===== config.mk =====
export PLATFORM = sky130hd
export DESIGN_NAME = mem_access_stage
export DESIGN_NICKNAME = d
export VERILOG_FILES = /design/src/rtl/mem_access_stage.sv
export SDC_FILE = /design/constraint.sdc
export NUM_CORES = 1
export LEC_CHECK = 0
export CORE_MARGIN = 5
export CORE_UTILIZATION = 40
export CTS_BUF_LIST = sky130_fd_sc_hd__clkbuf_2
export CTS_CLUSTER_SIZE = 12
export DETAILED_ROUTE_END_ITERATION = 6
export PLACE_DENSITY = 0.75
export SKIP_LAST_GASP = 1
export SYNTH_ARGS = -nofsm -noshare
export SYNTH_HDL_FRONTEND = slang
export SYNTH_SLANG_ARGS = --single-unit
export TNS_END_PERCENT = 50

===== constraint.sdc =====
create_clock -name clk -period 1.98 [get_ports clk]
set_clock_uncertainty 0.05 [all_clocks]
set_input_delay 0.594 -clock clk [delete_from_list [all_inputs] [get_ports clk]]
set_output_delay 0.594 -clock clk [all_outputs]
set_load 0.1 [all_outputs]

===== src/rtl/mem_access_stage.sv =====
`default_nettype none
// ============================================================================
//  Module   : mem_access_stage
//  Purpose  : KANADE32 memory-access pipeline stage. Takes one instruction at
//             a time, performs an aligned byte/half/word load or store on a
//             ready-handshaked data-memory port and produces a registered
//             write-back bundle. Misaligned accesses are dropped and reported.
//  Ports    : clk, reset             - clock, synchronous active-high reset
//             in_*                   - instruction from the EX/MEM register
//             stall                  - hold upstream while an access is open
//             mem_req/we/addr/be/wdata, mem_ready/rdata - data-memory port
//             out_valid/wb_data/dst_reg/reg_write - write-back bundle
//             misalign, bad_addr     - misaligned-access pulse and address
//  Revision : 1.0 - initial release
// ============================================================================
module mem_access_stage #(
  parameter int ADDR_W = 30
) (
  input  logic              clk,
  input  logic              reset,
  input  logic              in_valid,
  input  logic [31:0]       in_alu_result,
  input  logic [31:0]       in_store_data,
  input  logic [4:0]        in_dst_reg,
  input  logic              in_mem_read,
  input  logic              in_mem_write,
  input  logic              in_mem_to_reg,
  input  logic              in_reg_write,
  input  logic [1:0]        in_size,
  input  logic              in_unsigned,
  output logic              stall,
  output logic              mem_req,
  output logic              mem_we,
  output logic [ADDR_W-1:0] mem_addr,
  output logic [3:0]        mem_be,
  output logic [31:0]       mem_wdata,
  input  logic              mem_ready,
  input  logic [31:0]       mem_rdata,
  output logic              out_valid,
  output logic [31:0]       out_wb_data,
  output logic [4:0]        out_dst_reg,
  output logic              out_reg_write,
  output logic              misalign,
  output logic [31:0]       bad_addr
);

  localparam logic [0:0] IDLE = 1'b0;
  localparam logic [0:0] BUSY = 1'b1;

  localparam logic [1:0] SZ_BYTE = 2'b00;
  localparam logic [1:0] SZ_HALF = 2'b01;

  // --------------------------------------------------------------------------
  // State
  // --------------------------------------------------------------------------
  logic [0:0]        state_q, state_d;
  logic              mem_we_q, mem_we_d;
  logic [ADDR_W-1:0] mem_addr_q, mem_addr_d;
  logic [3:0]        mem_be_q, mem_be_d;
  logic [31:0]       mem_wdata_q, mem_wdata_d;

  // Fields of the outstanding access needed to build its write-back bundle
  logic [31:0]       pend_addr_q, pend_addr_d;
  logic [1:0]        pend_size_q, pend_size_d;
  logic              pend_uns_q, pend_uns_d;
  logic              pend_m2r_q, pend_m2r_d;
  logic              pend_rw_q, pend_rw_d;
  logic [4:0]        pend_dst_q, pend_dst_d;

  logic              out_valid_q, out_valid_d;
  logic [31:0]       out_wb_data_q, out_wb_data_d;
  logic [4:0]        out_dst_reg_q, out_dst_reg_d;
  logic              out_reg_write_q, out_reg_write_d;
  logic              misalign_q, misalign_d;
  logic [31:0]       bad_addr_q, bad_addr_d;

  // --------------------------------------------------------------------------
  // Request decode (only meaningful while IDLE)
  // --------------------------------------------------------------------------
  logic        is_mem;
  logic        is_load;
  logic        aligned;
  logic [3:0]  req_be;
  logic [31:0] req_wdata;

  always_comb begin
    is_mem  = in_mem_read | in_mem_write;
    // A request flagged as both read and write is handled as a load
    is_load = in_mem_read;

    case (in_size)
      SZ_BYTE: aligned = 1'b1;
      SZ_HALF: aligned = ~in_alu_result[0];
      default: aligned = (in_alu_result[1:0] == 2'b00);
    endcase

    case (in_size)
      SZ_BYTE: begin
        req_be    = 4'b0001 << in_alu_result[1:0];
        req_wdata = {4{in_store_data[7:0]}};
      end
      SZ_HALF: begin
        req_be    = 4'b0011 << {in_alu_result[1], 1'b0};
        req_wdata = {2{in_store_data[15:0]}};
      end
      default: begin
        req_be    = 4'b1111;
        req_wdata = in_store_data;
      end
    endcase

    // Loads always fetch the full word; the lane is picked on return
    if (is_load) begin
      req_be = 4'b1111;
    end
  end

  // --------------------------------------------------------------------------
  // Load data alignment and extension
  // --------------------------------------------------------------------------
  logic [7:0]  ld_byte;
  logic [15:0] ld_half;
  logic [31:0] ld_value;

  always_comb begin
    case (pend_addr_q[1:0])
      2'd0:    ld_byte = mem_rdata[7:0];
      2'd1:    ld_byte = mem_rdata[15:8];
      2'd2:    ld_byte = mem_rdata[23:16];
      default: ld_byte = mem_rdata[31:24];
    endcase
    ld_half = pend_addr_q[1] ? mem_rdata[31:16] : mem_rdata[15:0];

    case (pend_size_q)
      SZ_BYTE: ld_value = {{24{~pend_uns_q & ld_byte[7]}}, ld_byte};
      SZ_HALF: ld_value = {{16{~pend_uns_q & ld_half[15]}}, ld_half};
      default: ld_value = mem_rdata;
    endcase
  end

  // --------------------------------------------------------------------------
  // Next-state logic
  // --------------------------------------------------------------------------
  always_comb begin
    state_d         = state_q;
    mem_we_d        = mem_we_q;
    mem_addr_d      = mem_addr_q;
    mem_be_d        = mem_be_q;
    mem_wdata_d     = mem_wdata_q;
    pend_addr_d     = pend_addr_q;
    pend_size_d     = pend_size_q;
    pend_uns_d      = pend_uns_q;
    pend_m2r_d      = pend_m2r_q;
    pend_rw_d       = pend_rw_q;
    pend_dst_d      = pend_dst_q;
    out_valid_d     = 1'b0;
    out_wb_data_d   = out_wb_data_q;
    out_dst_reg_d   = out_dst_reg_q;
    out_reg_write_d = out_reg_write_q;
    misalign_d      = 1'b0;
    bad_addr_d      = bad_addr_q;

    case (state_q)
      IDLE: begin
        if (in_valid) begin
          if (!is_mem) begin
            out_valid_d     = 1'b1;
            out_wb_data_d   = in_alu_result;
            out_dst_reg_d   = in_dst_reg;
            out_reg_write_d = in_reg_write;
          end else if (!aligned) begin
            // Dropped access still retires so the pipeline keeps moving
            out_valid_d     = 1'b1;
            out_dst_reg_d   = in_dst_reg;
            out_reg_write_d = 1'b0;
            misalign_d      = 1'b1;
            bad_addr_d      = in_alu_result;
          end else begin
            state_d     = BUSY;
            mem_we_d    = ~is_load;
            mem_addr_d  = in_alu_result[ADDR_W+1:2];
            mem_be_d    = req_be;
            mem_wdata_d = req_wdata;
            pend_addr_d = in_alu_result;
            pend_size_d = in_size;
            pend_uns_d  = in_unsigned;
            pend_m2r_d  = in_mem_to_reg;
            pend_rw_d   = in_reg_write & is_load;
            pend_dst_d  = in_dst_reg;
          end
        end
      end
      default: begin
        if (mem_ready) begin
          state_d         = IDLE;
          out_valid_d     = 1'b1;
          out_dst_reg_d   = pend_dst_q;
          out_reg_write_d = pend_rw_q;
          if (!mem_we_q) begin
            out_wb_data_d = pend_m2r_q ? ld_value : pend_addr_q;
          end
        end
      end
    endcase
  end

  // --------------------------------------------------------------------------
  // Registers
  // --------------------------------------------------------------------------
  always_ff @(posedge clk) begin
    if (reset) begin
      state_q         <= IDLE;
      mem_we_q        <= 1'b0;
      mem_addr_q      <= '0;
      mem_be_q        <= 4'b0000;
      mem_wdata_q     <= 32'h0;
      pend_addr_q     <= 32'h0;
      pend_size_q     <= 2'b00;
      pend_uns_q      <= 1'b0;
      pend_m2r_q      <= 1'b0;
      pend_rw_q       <= 1'b0;
      pend_dst_q      <= 5'd0;
      out_valid_q     <= 1'b0;
      out_wb_data_q   <= 32'h0;
      out_dst_reg_q   <= 5'd0;
      out_reg_write_q <= 1'b0;
      misalign_q      <= 1'b0;
      bad_addr_q      <= 32'h0;
    end else begin
      state_q         <= state_d;
      mem_we_q        <= mem_we_d;
      mem_addr_q      <= mem_addr_d;
      mem_be_q        <= mem_be_d;
      mem_wdata_q     <= mem_wdata_d;
      pend_addr_q     <= pend_addr_d;
      pend_size_q     <= pend_size_d;
      pend_uns_q      <= pend_uns_d;
      pend_m2r_q      <= pend_m2r_d;
      pend_rw_q       <= pend_rw_d;
      pend_dst_q      <= pend_dst_d;
      out_valid_q     <= out_valid_d;
      out_wb_data_q   <= out_wb_data_d;
      out_dst_reg_q   <= out_dst_reg_d;
      out_reg_write_q <= out_reg_write_d;
      misalign_q      <= misalign_d;
      bad_addr_q      <= bad_addr_d;
    end
  end

  // --------------------------------------------------------------------------
  // Outputs
  // --------------------------------------------------------------------------
  // The request is open for exactly the cycles spent in BUSY
  assign stall         = (state_q == BUSY);
  assign mem_req       = (state_q == BUSY);
  assign mem_we        = mem_we_q;
  assign mem_addr      = mem_addr_q;
  assign mem_be        = mem_be_q;
  assign mem_wdata     = mem_wdata_q;
  assign out_valid     = out_valid_q;
  assign out_wb_data   = out_wb_data_q;
  assign out_dst_reg   = out_dst_reg_q;
  // Write enable is only ever seen together with a valid bundle
  assign out_reg_write = out_reg_write_q & out_valid_q;
  assign misalign      = misalign_q;
  assign bad_addr      = bad_addr_q;

endmodule
`default_nettype wire


* Word-level counts from Yosys, hierarchy flattened
Cells that the tools add are included.
W data, S select, Z words.
** Storage, ports and cells
- Register bits after elaboration :: 182
- Bits in latches :: 0
- RAM bits :: 0
- ROM bits :: 0
- Input bits :: 112
- Output and inout bits :: 141
- Logic and storage cells :: 82
- Memories :: 0
** Cells by class
- Add/sub/neg operators :: 0
- Multipliers :: 0
- Divide/modulo/power cells :: 0
- Magnitude comparators :: 0
- Equal/unequal tests :: 8
- Shifts and indexed selects :: 2
- Multiplexer cells :: 33
- Bitwise operators :: 12
- Reduce and logical (&&, ||, !) cells :: 10
** Operators by type and width (count)
- $mux W32 :: 6
- $pmux W32 S2 :: 2
- $mux W5 :: 5
- $pmux W8 S3 :: 1
- $mux W16 :: 1
- $mux W1 :: 15
- $reduce_and A4 Y1 :: 3
- $logic_not A2 Y1 :: 4
- $pmux W4 S2 :: 1
- $not A1 Y1 :: 7
- $eq A2 B1 Y1 const B :: 3
- $ne A2 B2 Y1 const B :: 3
- $and A1 B1 Y1 :: 4
- $mux W4 :: 1
- $reduce_or A4 Y1 :: 1
- $shl A1 B2 Y4 const A :: 1
- $shl A2 B2 Y4 const A :: 1
- $ne A3 B3 Y1 const B :: 1
- $reduce_and A3 Y1 :: 1
- $eq A2 B2 Y1 const B :: 1
- $pmux W1 S2 :: 1
- $reduce_bool A2 Y1 :: 1
- $or A1 B1 Y1 :: 1

* Longest topological paths before layout
Gate-level depths: netlist (run 1).
- Depth after elaboration :: 8
- Mapped depth :: 8
- Mapped depth without buffers :: 4

* Worst setup path before layout (run 1)
Ideal clock, no wire load.
- Kind :: register to output
- From :: reg out_valid_q, in the netlist out_valid
- To :: out out_reg_write
- Data arrival time :: 1792 ps
- Required time :: 1336 ps
- Setup slack :: -456 ps
- Stages on the path, launching flop included :: 2
- Cell sequence :: dfxtp_1 > and2_1
** On the way
- Word-level cells in the longest chain between the ends :: 1
** Ends and longest elaborated chain
- start, declared :: line 70 : logic out_valid_q, out_valid_d;
- start signal, assigned :: line 241 : out_valid_q <= out_valid_d;
- $and A1 B1 Y1 :: line 264 : assign out_reg_write = out_reg_write_q & out_valid_q;
- end, declared :: line 42 : output logic out_reg_write,
Every way passes these cells.

* Worst setup path in the final report (run 1)
- From :: reg out_reg_write_q
- To :: out out_reg_write
** On the way
- Word-level cells in the longest chain between the ends :: 1
** Ends and longest elaborated chain
- start, declared :: line 73 : logic out_reg_write_q, out_reg_write_d;
- start signal, assigned :: line 244 : out_reg_write_q <= out_reg_write_d;
- $and A1 B1 Y1 :: line 264
Every way passes these cells.

==> impl_metrics.toml, run 1 <==
[status]
status = "finished with violations"
violations = "setup timing"

[power]
power_w = 0.008482
swShare_pct = 38.97
pwr-share-clk_pct = 21.9
seq_power_share_pct = 40.6
power.density_nw_per_um2 = 680.2
vdd_drop_max_uv = 405.6
internal_power_w = 0.005177
power.switching_w = 0.003305
power_frac_comb_pct = 37.5
p_leak_nw = 4.736

[floorplanning]
dieArea_sq_um = 20870
start_util_pct = 40.40
die_width_um = 144.5
core_area_sq_um = 17900
ios = 253
row_count = 49
fp.dieH_um = 144.5

[clock_tree]
clkLatencyLatePin_ps = 760
path_clk_slew_ps = 210
h-tree-depth = 4
cts_hold_buf = 0
clkSinkCount = 152
root_buffer = "clkbuf_2"
cts_made_buffers = 17
cts_max_path_buffers = 2
cts_tree = "yes"

[sta]
final-hold-violation-count = 0
whs_ps = 302.8
rsz0062_at_grt = "true"
fin_crit_sh_pct = 105.7
post-route-min-period_ps = 2093
slew_violations = 0
setup_violations = 50
clock.fmax_ghz = 0.4778
worstMarginPinSlew_ps = 605.2
timing.final.ws_setup_ps = -113.1
slew_headroom_pct = 59.65

[grt]
use_met3_pct = 9.921
top_usage_layer = "met2"
grt_overflow = 0
grt_use_met2_pct = 42.97
antenna_found_initial = 2
grt_pass1_wl_mm = 42.21
grt_max_degree = 128
grt_pass1_vias = 7762
grtUsageTotal_pct = 25.97
met1_usage_pct = 30.55

[route]
vias = 8124
wl_per_cell_um = 19.94
vias_per_cell = 5.603
first_iter_violations = 715
wl_mm = 28.92
drt_pass1_iterations = 6
antenna_left = 0
drc = 0

[synthesis]
synth_ff_type = "dfxtp_1"
syn_area_per_cell_sq_um = 7.728
yosysWarnings = 0
async_flop_share_pct = 0
ys_seq_area_share_pct = 42.07
syn_nets = 1048
synth_cell_types = 54
synth_area_leaders = "dfxtp_1 (42%), nand2_1 (12%), a21oi_1 (11%), mux2i_1 (4.0%), o21ai_0 (3.3%)"
netlist.top_cell.by_area = "dfxtp_1"
synthDominantCellAreaShare_pct = 42.07
synth_edf_count = 0
ys_ff_latch = 152
synthCells = 936
synth_area_sq_um = 7233

[placed_design]
dp_hpwl_mm = 20.02
port_buffers = 252
place.gp.congestion = 0.9632

[worst_setup_path]
endpoint_kind = "primary output"
start_kind = "flop"
critPathMaxStageDelay_ps = 380
crit_type = "reg -> out"
critPathSlowestCell = "dfxtp_2"
critPathBufInv = 1
cp.required_ps = 1340
crit_start = "out_reg_write_q"
crit_chain = "and2_4 > buf_12"
crit_arrival_ps = 1450
r2r_start = "mem_req"
critPathTopFamily = "flip-flops"
cp_max_fo = 2

[cells_and_area]
final_core_util_pct = 69.66
final_common_cell = "nand2_1"
area_growth_pct = 72.41
fin_nets = 1319
layout_common_cells = "nand2_1 (227), a21oi_1 (153), buf_12 (152)"
drive_above_1_share_pct = 37.21

[job]
drv_cap = 0

[hold_path]
hp-class = "in -> reg"
worstHoldStart = "reset"
[cell usage after synthesis, drive strengths merged, types with 2 or more instances]
cell type,number
buf,52
o21ai,72
and3,4
a31oi,2
o31ai,5
o311ai,8
and3b,3
nand2,227
o21bai,5
nor3,3
dfxtp,152
inv,5
a221oi,9
a311oi,13
nand3,3
a222oi,9
clkbuf,59
and4bb,2
a21o,3
nand2b,3
a21oi,154
o221ai,5
nor2,42
or3,2
nor2b,5
mux2i,29
and2,21
nor4,2
or2,10
a211oi,15
[final cells by class]
cell class,count,area (sq um)
fill,1347,5431
timing repair buffer,363,4960
tap,229,286.5
sequential,152,3308
clock buffer,18,90.09
inverter,5,21.27
clock inverter,14,157.7
antenna,1,2.502
multi-input combinational,668,3645
[timing repair]
item	4_1_cts	5_1_grt
endpoints found under the setup margin	141	229
cloned	0	4
setup buffers	30	9
resized for setup	93	93
pin swaps	0	4
[per-layer routing]
layer | wire length, um | share of wire [%]
met5 | 18 | 0.062
met4 | 897 | 3.1
met3 | 3399 | 12
met2 | 13970 | 48
met1 | 10630 | 37
[path summary, 6_finish.rpt]
kind | to | slack (ps) | depth (start not counted)
worst min-delay path | out_dst_reg[3] | 300 | 4
worst max register to register | bad_addr[7] | 20 | 7
worst max-delay path | out_reg_write | -110 | 2
worst min register to register | pend_dst_q[4] | 420 | 2
[power by group through the flow]
stage | clock network, W | registers (W) | logic, W
floorplan | 0 | 0.00436 | 0.000846
global placement | 0 | 0.00350 | 0.00301
detailed placement | 0 | 0.00351 | 0.00305
CTS | 0.00188 | 0.00343 | 0.00311
global route | 0.00203 | 0.00347 | 0.00330
finish | 0.00186 | 0.00344 | 0.00318
[worst min-delay path, cell delays in order]
cell and delay [ps]:
buf_4 100, inv_1 210, o31ai_1 140, a21oi_1 50
[metrics by stage]
step                cell area [sq um]  setup slack [ps]  cells  setup TNS, ps
global route                    12470            -202.0   1450         -13480
CTS                             12160            -175.9   1436         -10440
finish                          12470            -113.1   1450         -729.0
global placement                11550            -400.7   1375         -47880
detailed placement              11550            -504.4   1375         -58650
floorplan                        7238            -23.18    936         -671.9
[kinds of logic (layout without fill, tap and decap cells)]
| group | count (synthesis) | after routing | synth area share [%] |
|---|---|---|---|
| and+or+nand+nor | 330 | 330 | 19.62 |
| AOI/OAI and AO/OA | 309 | 309 | 26.24 |
| DFF | 152 | 152 | 42.07 |
| buffers and inverters | 116 | 400 | 8.061 |
| muxes | 29 | 29 | 4.013 |
| other | 0 | 1 | 0 |
Note: power is estimated with default switching activity, not from simulation.
==> inputs of run 2 (changes only) <==
- MAX_ROUTING_LAYER: unset -> met4
- SLEW_MARGIN: unset -> 10
- TNS_END_PERCENT: 50 -> unset
==> impl_metrics.toml, run 2 (synthesis results as in run 1) <==
[worst_setup_path]
start_kind = "flop"
crit_chain = "and2_4 > buf_12"
path_depth = 2
crit_type = "reg -> out"
worstReg2RegEnd = "bad_addr[20]"
crit_end = "out_reg_write"
worstRegToRegCells = 7
crit_start = "out_valid"
critPathTopFamily = "flip-flops"
critPathBufInv = 1
cp.required_ps = 1340
r2r_setup_slack_ps = 120
critPathSlowestCell = "dfxtp_2"
r2r_start = "mem_req"
critPathMaxStageDelay_ps = 370
endpoint_kind = "primary output"
cp_max_fo = 2
crit_arrival_ps = 1390

[power]
power.density_nw_per_um2 = 674.1
power_w = 0.008416
vdd_drop_max_uv = 379.4
p_leak_nw = 4.760

[cells_and_area]
final_common_cell = "nand2_1"
area_growth_pct = 72.60
layout_common_cells = "nand2_1 (227), a21oi_1 (153), buf_12 (153)"
stdcell_count = 1456
fin_nets = 1327
final_core_util_pct = 69.74
final.fill_count = 1340
drive_above_1_share_pct = 37.31

[status]
status = "finished with violations"
violations = "setup timing"

[route]
vias_per_cell = 5.644
wl_met2_mm = 13.42
wl_per_cell_um = 19.45
dr_wl_met3_mm = 3.058
drc = 0
m1WireLength_mm = 10.67
antenna_left = 0
drt_pass1_iterations = 7
wl_mm = 28.32
routed.top_layer = "met4"
vias = 8217
first_iter_violations = 764

[clock_tree]
cts_max_path_buffers = 2
path_clk_slew_ps = 220
root_buffer = "clkbuf_2"
cts_made_buffers = 17
cts_hold_buf = 0
cts_tree = "yes"
h-tree-depth = 4
clkLatencyLatePin_ps = 730
clkSinkCount = 152

[sta]
rsz0062_at_grt = "true"
clock.fmax_ghz = 0.4906
timing.final.ws_setup_ps = -58.52
slew_violations = 0
slew_headroom_pct = 56.07
final-hold-violation-count = 0
fin_crit_sh_pct = 103.0
worstMarginPinSlew_ps = 658.9
post-route-min-period_ps = 2039
setup_violations = 5

[job]
drv_cap = 0

[floorplanning]
dieArea_sq_um = 20870
start_util_pct = 40.40
ios = 253
die_width_um = 144.5
core_area_sq_um = 17900
row_count = 49
fp.dieH_um = 144.5

[placed_design]
place.gp.congestion = 0.9353
dp_hpwl_mm = 20.41
port_buffers = 252
dpl.cell_count = 1375

[grt]
grt_pass1_vias = 8126
grt_pass1_wl_mm = 43.18
grtUsageTotal_pct = 27.44
antenna_found_initial = 2
grt_overflow = 0
grt_max_degree = 82

[hold_path]
hp-class = "in -> reg"
## run 2: repair_timing
action                                  4_1_cts  5_1_grt
gates cloned                                  1        0
endpoints found under the setup margin      140      217
hold endpoints to repair                      0        0
setup buffers                                43        6
pin swaps                                     0        2
gates resized for setup                     159       18
## run 2: worst min path at each step
stage / cells after the start / from / end / slack (ps)
floorplan: 2 / pend_rw_q / pend_rw_q / 380
global placement: 2 / pend_rw_q / pend_rw_q / 390
detailed placement: 2 / pend_dst_q[3] / pend_dst_q[3] / 400
CTS: 4 / reset / out_wb_data[5] / 120
global route: 4 / reset / out_wb_data[5] / 80
finish: 4 / reset / out_wb_data[5] / 170
## run 2: metrics by stage
stage	cell area (sq um)	setup WS, ps	TNS, ps	hold WS [ps]
after CTS	12380	-106.2	-2857	119.8
after detailed placement	11560	-482.8	-51750	399.1
after global routing	12480	-187.5	-12250	76.29
final	12480	-58.52	-204.5	166.6
after floorplan	7242	43.38	0	382.1
after global placement	11560	-401.4	-46370	393.2
## run 2: where the power goes
part	switching (W)	internal (W)	leakage (nW)
registers	0.000186	0.00325	1.31
clock network	0.00110	0.000694	0.143
logic	0.00194	0.00124	3.31
## run 2: area by class of cell
class	instances	area, sq um	area share [%]
repair buffers	371	5011	40.14
inverters	5	18.77	0.1503
well taps	229	286.5	2.295
multi-input cells	668	3643	29.18
flip-flops and latches	152	3291	26.36
clock inverters	9	128.9	1.032
clock buffers	20	100.1	0.8018
diodes	2	5.005	0.04009
## run 2: per-layer routing
| metal | GRT usage (%) | up-vias |
|---|---|---|
| met2 | 43.77 | 435 |
| met4 | 11.73 | 0 |
| li1 | - | 3794 |
| met3 | 8.135 | 85 |
| met1 | 32.22 | 3903 |
| met5 | - | - |
## run 2: tightest hold or removal path, cell delays in order
cell and delay [ps]:
buf_4 120, inv_1 90, o221ai_1 80, a211oi_1 50
==> inputs of run 3 (changes only) <==
- CORE_UTILIZATION: 40 -> 47
- PLACE_DENSITY: 0.75 -> 0.83
- clock period: 1.98 -> 2 ns (I/O delays scaled with it)
==> impl_metrics.toml, run 3 (synthesis results as in run 1) <==
[power]
power_frac_comb_pct = 36.5
power.switching_w = 0.003328
power.density_nw_per_um2 = 698.1
internal_power_w = 0.005412
p_leak_nw = 4.815
vdd_drop_max_uv = 489.2
pwr-share-clk_pct = 24.4
seq_power_share_pct = 39.1
power_w = 0.008739
swShare_pct = 38.08

[floorplanning]
ios = 253
fp.dieH_um = 134.1
dieArea_sq_um = 17970
start_util_pct = 47.76
die_width_um = 134.1
row_count = 45
core_area_sq_um = 15150

[grt]
antenna_found_initial = 0
grt_pass1_wl_mm = 45.45
grt_max_degree = 69
grt_pass1_vias = 8528
grtUsageTotal_pct = 33.13
grt_overflow = 0

[cells_and_area]
layout_common_cells = "nand2_1 (227), buf_12 (155), a21oi_1 (153)"
num_antenna_cells = 0
fin_nets = 1332
final_common_cell = "nand2_1"
area_growth_pct = 73.08
drive_above_1_share_pct = 37.47
final_core_util_pct = 82.66
stdcell_count = 1421

[worst_setup_path]
start_kind = "flop"
crit_arrival_ps = 1470
crit_type = "reg -> out"
worstRegToRegCells = 5
worstReg2RegEnd = "out_wb_data[18]"
cp_max_fo = 2
critPathMaxStageDelay_ps = 390
r2r_start = "pend_m2r_q"
endpoint_kind = "primary output"
crit_start = "out_reg_write_q"
cp.required_ps = 1350
r2r_setup_slack_ps = 160
crit_chain = "and2_4 > buf_12"
critPathSlowestCell = "dfxtp_2"

[route]
vias = 8552
first_iter_violations = 1078
wl_mm = 30.16
vias_per_cell = 6.018
drt_pass1_iterations = 7
wl_per_cell_um = 21.22
drc = 3
antenna_left = 0

[sta]
setup_violations = 116
clock.fmax_ghz = 0.4707
fin_crit_sh_pct = 106.2
slew_violations = 0
post-route-min-period_ps = 2125
final-hold-violation-count = 0
timing.final.ws_setup_ps = -124.7
worstMarginPinSlew_ps = 552.7
final.setup.tns_ps = -2735
rsz0062_at_grt = "true"
slew_headroom_pct = 63.15

[clock_tree]
cts_tree = "yes"
path_clk_slew_ps = 230
cts_made_buffers = 17
cts_hold_buf = 0
root_buffer = "clkbuf_2"
clkSinkCount = 152
clkLatencyLatePin_ps = 790
h-tree-depth = 4
cts_max_path_buffers = 2

[placed_design]
place.gp.congestion = 0.9470
dpl.cell_count = 1334
dp_hpwl_mm = 20.21
port_buffers = 252

[hold_path]
min_to = "out_wb_data[4]"
hp-class = "in -> reg"
hold_depth = 4
worstHoldStart = "reset"

[status]
status = "finished with violations"
violations = "DRC, setup timing"

[job]
drv_cap = 0
## run 3: cell types whose count changed in the layout (fill, tap and decap cells not counted), moves of 3 or more
cell | before | now
buf_4 | 104 | 110
dfxtp_4 | 29 | 26
buf_6 | 3 | 0
dfxtp_2 | 111 | 114
## run 3: area by class of cell
type                    count  area (sq um)
clock buffers              19         95.09
clock inverters            13         200.2
fillers                   805          2626
inverters                   5         18.77
multi-input cells         668          3625
flip-flops and latches    152          3283
well taps                 188         235.2
repair buffers            376          5062
## run 3: per-layer routing
| layer | wire (um) | GRT usage (%) |
|---|---|---|
| met1 | 10720 | 37.23 |
| met2 | 14560 | 54.60 |
| met3 | 3439 | 9.790 |
| met4 | 1442 | 15.16 |
| met5 | 0 | - |
## run 3: stage by stage
stage	instance area [sq um]	hold slack [ps]	worst slack, ps
2_1_floorplan	7239	382.1	2.031
3_3_place_gp	11540	389.2	-383.2
3_5_place_dp	11540	404.7	-453.8
4_1_cts	12410	82.88	-175.3
5_1_grt	12520	106.6	-232.4
6_report	12520	155.4	-124.7
## run 3: how the worst max path moves through the flow
stage                endpoint  slack [ps]  cells past startpoint
6_report        out_reg_write        -120                      2
5_1_grt         out_reg_write        -230                      2
4_1_cts         out_reg_write        -180                      2
3_5_place_dp        mem_be[3]        -450                      7
3_3_place_gp   out_wb_data[0]        -380                      7
2_1_floorplan    bad_addr[10]           2                      7
## run 3: power by group through the flow
stage / sequential [W] / clock (W) / combinational, W
6_report: 0.00341 / 0.00213 / 0.00319
5_1_grt: 0.00343 / 0.00227 / 0.00330
4_1_cts: 0.00342 / 0.00213 / 0.00313
3_5_place_dp: 0.00347 / 0 / 0.00303
3_3_place_gp: 0.00346 / 0 / 0.00299
2_1_floorplan: 0.00432 / 0 / 0.000838
## run 3: critical path: cells and delay by family (launching register included)
family        cells  cell delay [ps]
buf+inv           1              160
flops             1              390
simple gates      1              150
## run 3: timing repair
item	in CTS	in global routing
gates cloned	1	0
resized for setup	156	11
setup endpoints to repair	141	141
setup buffers	43	11
